[config.mk]
export PLATFORM = sky130hd
export DESIGN_NAME = stack_flat
export DESIGN_NICKNAME = d
export VERILOG_FILES = /design/src/rtl/stack_pkg.sv /design/src/rtl/stack_if.sv /design/src/rtl/stack_alu.sv /design/src/rtl/stack.sv /design/src/flat_wrapper.sv
export SDC_FILE = /design/constraint.sdc
export NUM_CORES = 2
export LEC_CHECK = 0
export CAP_MARGIN = 20
export CORE_MARGIN = 5
export CORE_UTILIZATION = 51
export CTS_CLUSTER_DIAMETER = 200
export DETAILED_ROUTE_END_ITERATION = 8
export PLACE_DENSITY_LB_ADDON = 0.1
export SYNTH_ARGS = -nofsm -noshare
export SYNTH_HDL_FRONTEND = slang
export SYNTH_HIERARCHICAL = 1
export SYNTH_SLANG_ARGS = --single-unit
[constraint.sdc]
create_clock -name clk -period 22.6 [get_ports clk]
set_input_delay 4.52 -clock clk [delete_from_list [all_inputs] [get_ports clk]]
set_output_delay 4.52 -clock clk [all_outputs]
set_load 0.005 [all_outputs]
[src/rtl/stack_pkg.sv]
// Shared definitions for the stack block: opcode width and opcode encoding.
// Codes 3'b001..3'b011 have no enum member and decode as no-operation.
package stack_pkg;

   localparam int OP_W = 3;

   typedef enum logic [OP_W-1:0] {
      OP_NOP  = 3'b000,
      OP_ADD  = 3'b100,
      OP_MUL  = 3'b101,
      OP_PUSH = 3'b110,
      OP_POP  = 3'b111
   } opcode_t;

endpackage

[src/rtl/stack_if.sv]
// Command/result bundle of the stack.
// There is no valid/ready handshake: the opcode is sampled and executed on
// every rising clock edge (OP_NOP is the idle command), and output_data and
// overflow are registered results that hold until the next operation that
// updates them. empty and full always reflect the current entry count.
interface stack_if
   import stack_pkg::*;
#(
   parameter int WIDTH = 8
) ();

   logic [OP_W-1:0]  opcode;
   logic [WIDTH-1:0] input_data;
   logic [WIDTH-1:0] output_data;
   logic             empty;
   logic             full;
   logic             overflow;

   // Command issuer: drives opcode/operand, observes results and status.
   modport master (
      output opcode,
      output input_data,
      input  output_data,
      input  empty,
      input  full,
      input  overflow
   );

   // The stack itself.
   modport slave (
      input  opcode,
      input  input_data,
      output output_data,
      output empty,
      output full,
      output overflow
   );

endinterface

[src/rtl/stack_alu.sv]
// Combinational arithmetic for the stack: wrapped signed ADD and, when the
// STACK_MUL_EN macro is defined, wrapped signed MUL. Each operation also
// reports whether the true signed result fits in WIDTH bits.
module stack_alu
   import stack_pkg::*;
#(
   parameter int WIDTH = 8
) (
   input  logic [WIDTH-1:0] a,      // second entry from the top
   input  logic [WIDTH-1:0] b,      // top entry
   input  opcode_t          op,
   output logic [WIDTH-1:0] result,
   output logic             ovf
);

   logic [WIDTH-1:0] sum;
   logic             add_ovf;

   assign sum     = a + b;
   // Same-sign operands whose sum changes sign have left the signed range.
   assign add_ovf = (a[WIDTH-1] == b[WIDTH-1]) && (sum[WIDTH-1] != a[WIDTH-1]);

`ifdef STACK_MUL_EN
   logic [2*WIDTH-1:0] prod;
   logic               mul_ovf;

   // Sign-extend both operands so the 2*WIDTH unsigned product equals the
   // two's-complement signed product.
   assign prod    = {{WIDTH{a[WIDTH-1]}}, a} * {{WIDTH{b[WIDTH-1]}}, b};
   // The product fits in WIDTH signed bits only if its top WIDTH+1 bits agree.
   assign mul_ovf = !((&prod[2*WIDTH-1:WIDTH-1]) || (~|prod[2*WIDTH-1:WIDTH-1]));
`endif

   // Select the result and overflow flag for the requested operation.
   always_comb begin
      result = '0;
      ovf    = 1'b0;
      case (op)
         OP_ADD: begin
            result = sum;
            ovf    = add_ovf;
         end
`ifdef STACK_MUL_EN
         OP_MUL: begin
            result = prod[WIDTH-1:0];
            ovf    = mul_ovf;
         end
`endif
         default: begin
            result = '0;
            ovf    = 1'b0;
         end
      endcase
   end

endmodule

[src/rtl/stack.sv]
// LIFO stack with push/pop and in-place ADD (and MUL when STACK_MUL_EN is
// defined). One operation per clock; results are registered. The storage
// array is not reset; only the count and the result registers are.
module stack
   import stack_pkg::*;
#(
   parameter int DEPTH = 256,
   parameter int WIDTH = 8
) (
   input logic    clk,
   input logic    rst,
   stack_if.slave bus
);

   localparam int AW    = $clog2(DEPTH);
   localparam int CNT_W = AW + 1;

   logic [WIDTH-1:0] mem [DEPTH];
   logic [CNT_W-1:0] count;

   logic [AW-1:0]    top_idx;
   logic [AW-1:0]    sec_idx;
   logic             two_plus;
   logic             do_push;
   logic             do_pop;
   logic             do_arith;
   logic [WIDTH-1:0] alu_result;
   logic             alu_ovf;

   assign bus.empty = (count == '0);
   assign bus.full  = (count == CNT_W'(DEPTH));

   // When count == DEPTH the low AW bits are zero, so the wrap to DEPTH-1
   // still addresses the top entry.
   assign top_idx  = count[AW-1:0] - AW'(1);
   assign sec_idx  = count[AW-1:0] - AW'(2);
   assign two_plus = (count >= CNT_W'(2));

   // Decode the executed operation; reset and ignored cases execute nothing.
   always_comb begin
      do_push  = 1'b0;
      do_pop   = 1'b0;
      do_arith = 1'b0;
      if (!rst) begin
         case (bus.opcode)
            OP_PUSH: do_push  = !bus.full;
            OP_POP:  do_pop   = !bus.empty;
            OP_ADD:  do_arith = two_plus;
`ifdef STACK_MUL_EN
            OP_MUL:  do_arith = two_plus;
`endif
            default: ;
         endcase
      end
   end

   stack_alu #(
      .WIDTH (WIDTH)
   ) u_alu (
      .a      (mem[sec_idx]),
      .b      (mem[top_idx]),
      .op     (opcode_t'(bus.opcode)),
      .result (alu_result),
      .ovf    (alu_ovf)
   );

   // Storage writes: push fills the next free slot, ADD/MUL replace the
   // second entry with the result (the old top is dropped by the count).
   always_ff @(posedge clk) begin
      if (do_push) begin
         mem[count[AW-1:0]] <= bus.input_data;
      end else if (do_arith) begin
         mem[sec_idx] <= alu_result;
      end
   end

   // Count, registered result and overflow flag.
   always_ff @(posedge clk) begin
      if (rst) begin
         count           <= '0;
         bus.output_data <= '0;
         bus.overflow    <= 1'b0;
      end else if (do_push) begin
         count        <= count + CNT_W'(1);
         bus.overflow <= 1'b0;
      end else if (do_pop) begin
         count           <= count - CNT_W'(1);
         bus.output_data <= mem[top_idx];
         bus.overflow    <= 1'b0;
      end else if (do_arith) begin
         count           <= count - CNT_W'(1);
         bus.output_data <= alu_result;
         bus.overflow    <= alu_ovf;
      end
   end

endmodule

[src/flat_wrapper.sv]
// flat-port wrapper written by rule: the top's interface ports become plain ports
module stack_flat import stack_pkg::*;
#(
   parameter int DEPTH = 256,
   parameter int WIDTH = 8
)
  (clk, rst, bus_opcode, bus_input_data, bus_output_data, bus_empty, bus_full, bus_overflow);
  stack_if #(.WIDTH(WIDTH)) bus_i ();
  input logic clk;
  input logic rst;
  input wire logic [$bits(bus_i.opcode)-1:0] bus_opcode;
  input wire logic [$bits(bus_i.input_data)-1:0] bus_input_data;
  output wire logic [$bits(bus_i.output_data)-1:0] bus_output_data;
  output wire logic [$bits(bus_i.empty)-1:0] bus_empty;
  output wire logic [$bits(bus_i.full)-1:0] bus_full;
  output wire logic [$bits(bus_i.overflow)-1:0] bus_overflow;
  assign bus_i.opcode = bus_opcode;
  assign bus_i.input_data = bus_input_data;
  assign bus_output_data = bus_i.output_data;
  assign bus_empty = bus_i.empty;
  assign bus_full = bus_i.full;
  assign bus_overflow = bus_i.overflow;
  stack #(.DEPTH(DEPTH), .WIDTH(WIDTH)) u_core (.clk(clk), .rst(rst), .bus(bus_i));
endmodule
==> impl_metrics.ini <==
[cts]
clockRootBuffer = clkbuf_16
cts-resized-gates = 0
clock-sinks = 2066
cts-buffers-inserted = 215
cts.hold.buffers_added = 0
clk_path_buf_depth = 3
insertion_delay_ns = 0.87
cts_tree = yes
clk_pin_slew_ns = 0.06
htree_levels = 4
post_cts_buffers = 0

[hold_path]
hp-class = flip-flop to flip-flop

[synthesis]
syn_area_mm2 = 0.0982
synth_edf_count = 2048
synthFlopType = edfxtp_1
synthArstFlopShare_pct = 0
avgSynthCellArea_um2 = 19.3
synth_top_area_cell = edfxtp_1
ys_types = 80
synth_nets = 5121
synth_top_cell_area_share_pct = 62.6
ys_seq_area_share_pct = 63.0
synthCells = 5088
synth_most_common_cell = edfxtp_1
synth_seq_cells = 2066
yosys_warnings = 6
synth.top_cells.by_count = 2048 x edfxtp_1, 1137 x mux4_2, 340 x nand2_1
synthTopCellsByArea = edfxtp_1 63%, mux4_2 26%, nand2_1 1.3%

[global_route]
antenna_found_initial = 12
overflow = 0
grt_use_met3_pct = 5.87
use_met2_pct = 47.0
met1_usage_pct = 43.4
grt_busiest_layer = met2
grtUsageTotal_pct = 30.5
grt_pass1_vias = 54460
grt_pass1_wl_mm = 433
grt_max_degree = 147

[final_layout]
final_core_util_pct = 56.1
drive_gt1_share_pct = 31.5
filler_cell_count = 14475
syn_to_final_growth_pct = 9.77
stdcell_count = 7759
nets = 5080

[run]
max_cap_viol_count = 0

[run_status]
status = finished, final reports clean

[timing]
period_share_pct = 44.7
fmax_mhz = 99.1
final_max_slew_viol_count = 0
rsz0062_at_grt = false
hold_violations = 0
tightest_slew_ns = 1.19
fin_setup_tns_ns = 0
finalCriticalPeriod_ns = 10.10
clock_skew_ns = 0.0319
relSlewSlack_pct = 20.4
setup_violations = 0

[routing]
drt_wl_total_mm = 310
first_pass_iters = 6
vias = 56353
drt.antenna.violating_nets = 0
wire_per_inst_um = 40.0
viasPerCell = 7.26
drtIter0Drc = 8449
drc_errors = 0

[pwr]
finalPower_w = 0.0118
ir_drop_uv = 132
leakagePower_nw = 32.1
power.density_mw_per_mm2 = 110

[setup_path]
r2r_end = u_core/mem[166][7]
crit_path_end = u_core/mem[166][7]
setup.reg_to_reg.worst_slack_ns = 12.50
critPathKind = flip-flop to flip-flop
cp.arrival_ns = 10.60
end_kind = flip-flop
crit_path_start = u_core/count[0]
ff2ff_path_depth = 21
r2r-start = u_core/count[0]
cp-start-kind = flip-flop
worst-endpoint-required_ns = 23.10
cp_max_fo = 88

[die]
core_area_mm2 = 0.192
io_pins = 24
die_area_mm2 = 0.201
rows = 161
fp.dieH_um = 449
die_w_um = 449
start_util_pct = 51.1

[placed_design]
dp_cells = 7355
hpwl_mm = 203
gp_congestion = 0.907
numPortBuffers = 23
==> registers in the layout, summed over array words and instances, names as in the netlist <==
signal	count
u_core/mem	2048
u_core/count	9
u_core/bus.output_data	8
u_core/bus.overflow	1
==> per-stage QoR <==
stage          cell area, µm²  setup WS (ns)  hold slack (ns)
2_1_floorplan           98200          13.03            0.512
3_3_place_gp           101000          12.77            0.606
3_5_place_dp           101000          12.75            0.607
4_1_cts                108000          12.72            0.623
5_1_grt                108000          12.23            0.674
6_report               108000          12.50            0.629
==> layout make-up <==
class / count / area [µm²] / share of cell area, %
sequential: 2066 / 61900 / 57.4
antenna: 6 / 15.0 / 0.0139
inverter: 11 / 46.3 / 0.0430
clock buffer: 267 / 5620 / 5.21
multi-input combinational: 2601 / 34500 / 32.0
clock inverter: 130 / 1170 / 1.08
timing repair buffer: 152 / 1350 / 1.25
tap: 2526 / 3160 / 2.93
==> critical path, stage by stage, from the launching register on <==
cell	delay [ns]
dfxtp_4	0.70
inv_1	0.37
ha_4	0.70
buf_4	0.65
buf_4	0.61
buf_4	0.69
mux4_2	0.43
mux4_2	0.48
mux2i_1	0.37
mux2_2	0.25
nor2_1	0.05
a211oi_1	0.35
a21oi_1	0.09
ha_1	0.37
o21ai_0	0.31
nor3_1	0.11
a211oi_2	0.36
mux2i_1	0.24
nand2_1	0.15
nand2_4	0.57
buf_4	0.61
buf_4	0.83
==> cell families after synthesis <==
family                     count (synthesis)  share of synthesized area [%]
and+or+nand+nor                          928                           4.18
DFF                                     2066                           63.0
AOI/OAI and AO/OA                        394                           3.02
buffers and inverters                    421                           2.13
adders and majority gates                 20                          0.270
xor gates and xnor gates                  31                          0.365
muxes                                   1228                           27.0
==> how the worst min path moves through the flow <==
| stage | end | from | cells past startpoint |
|---|---|---|---|
| after global placement | u_core/count[8] | u_core/count[8] | 2 |
| after floorplan | u_core/bus.overflow | u_core/bus.overflow | 2 |
| final | u_core/count[8] | u_core/count[8] | 2 |
| after CTS | u_core/count[8] | u_core/count[8] | 2 |
| after detailed placement | u_core/count[8] | u_core/count[8] | 2 |
| after global routing | u_core/count[8] | u_core/count[8] | 2 |
==> power by group <==
group	leakage (nW)	internal [W]	switching, W
registers	18.6	0.00427	0.0000238
logic	10.2	0.00147	0.00262
clock network	3.30	0.00197	0.00149
==> layout by cell type, fill, tap and decap left out, drive strengths merged, types with 17 or more instances in the layout <==
cell	instances
a2111oi	40
a211oi	32
a21oi	77
a221oi	26
a22o	47
a22oi	51
a31oi	22
a41oi	18
and2	32
buf	128
bufinv	19
clkbuf	268
clkdlybuf4s50	23
clkinv	96
dfxtp	18
edfxtp	2048
ha	18
inv	18
mux2i	81
mux4	1137
nand2	340
nand2b	20
nand3	75
nand4	55
nor2	341
nor3	17
nor4	18
o21ai	21
xnor2	19
==> metal layers <==
layer / wire (µm) / up-vias
li1: - / 21705
met1: 118000 / 30477
met2: 145000 / 3621
met3: 32300 / 546
met4: 14900 / 4
met5: 23 / -
(Power assumes the default switching activity.)
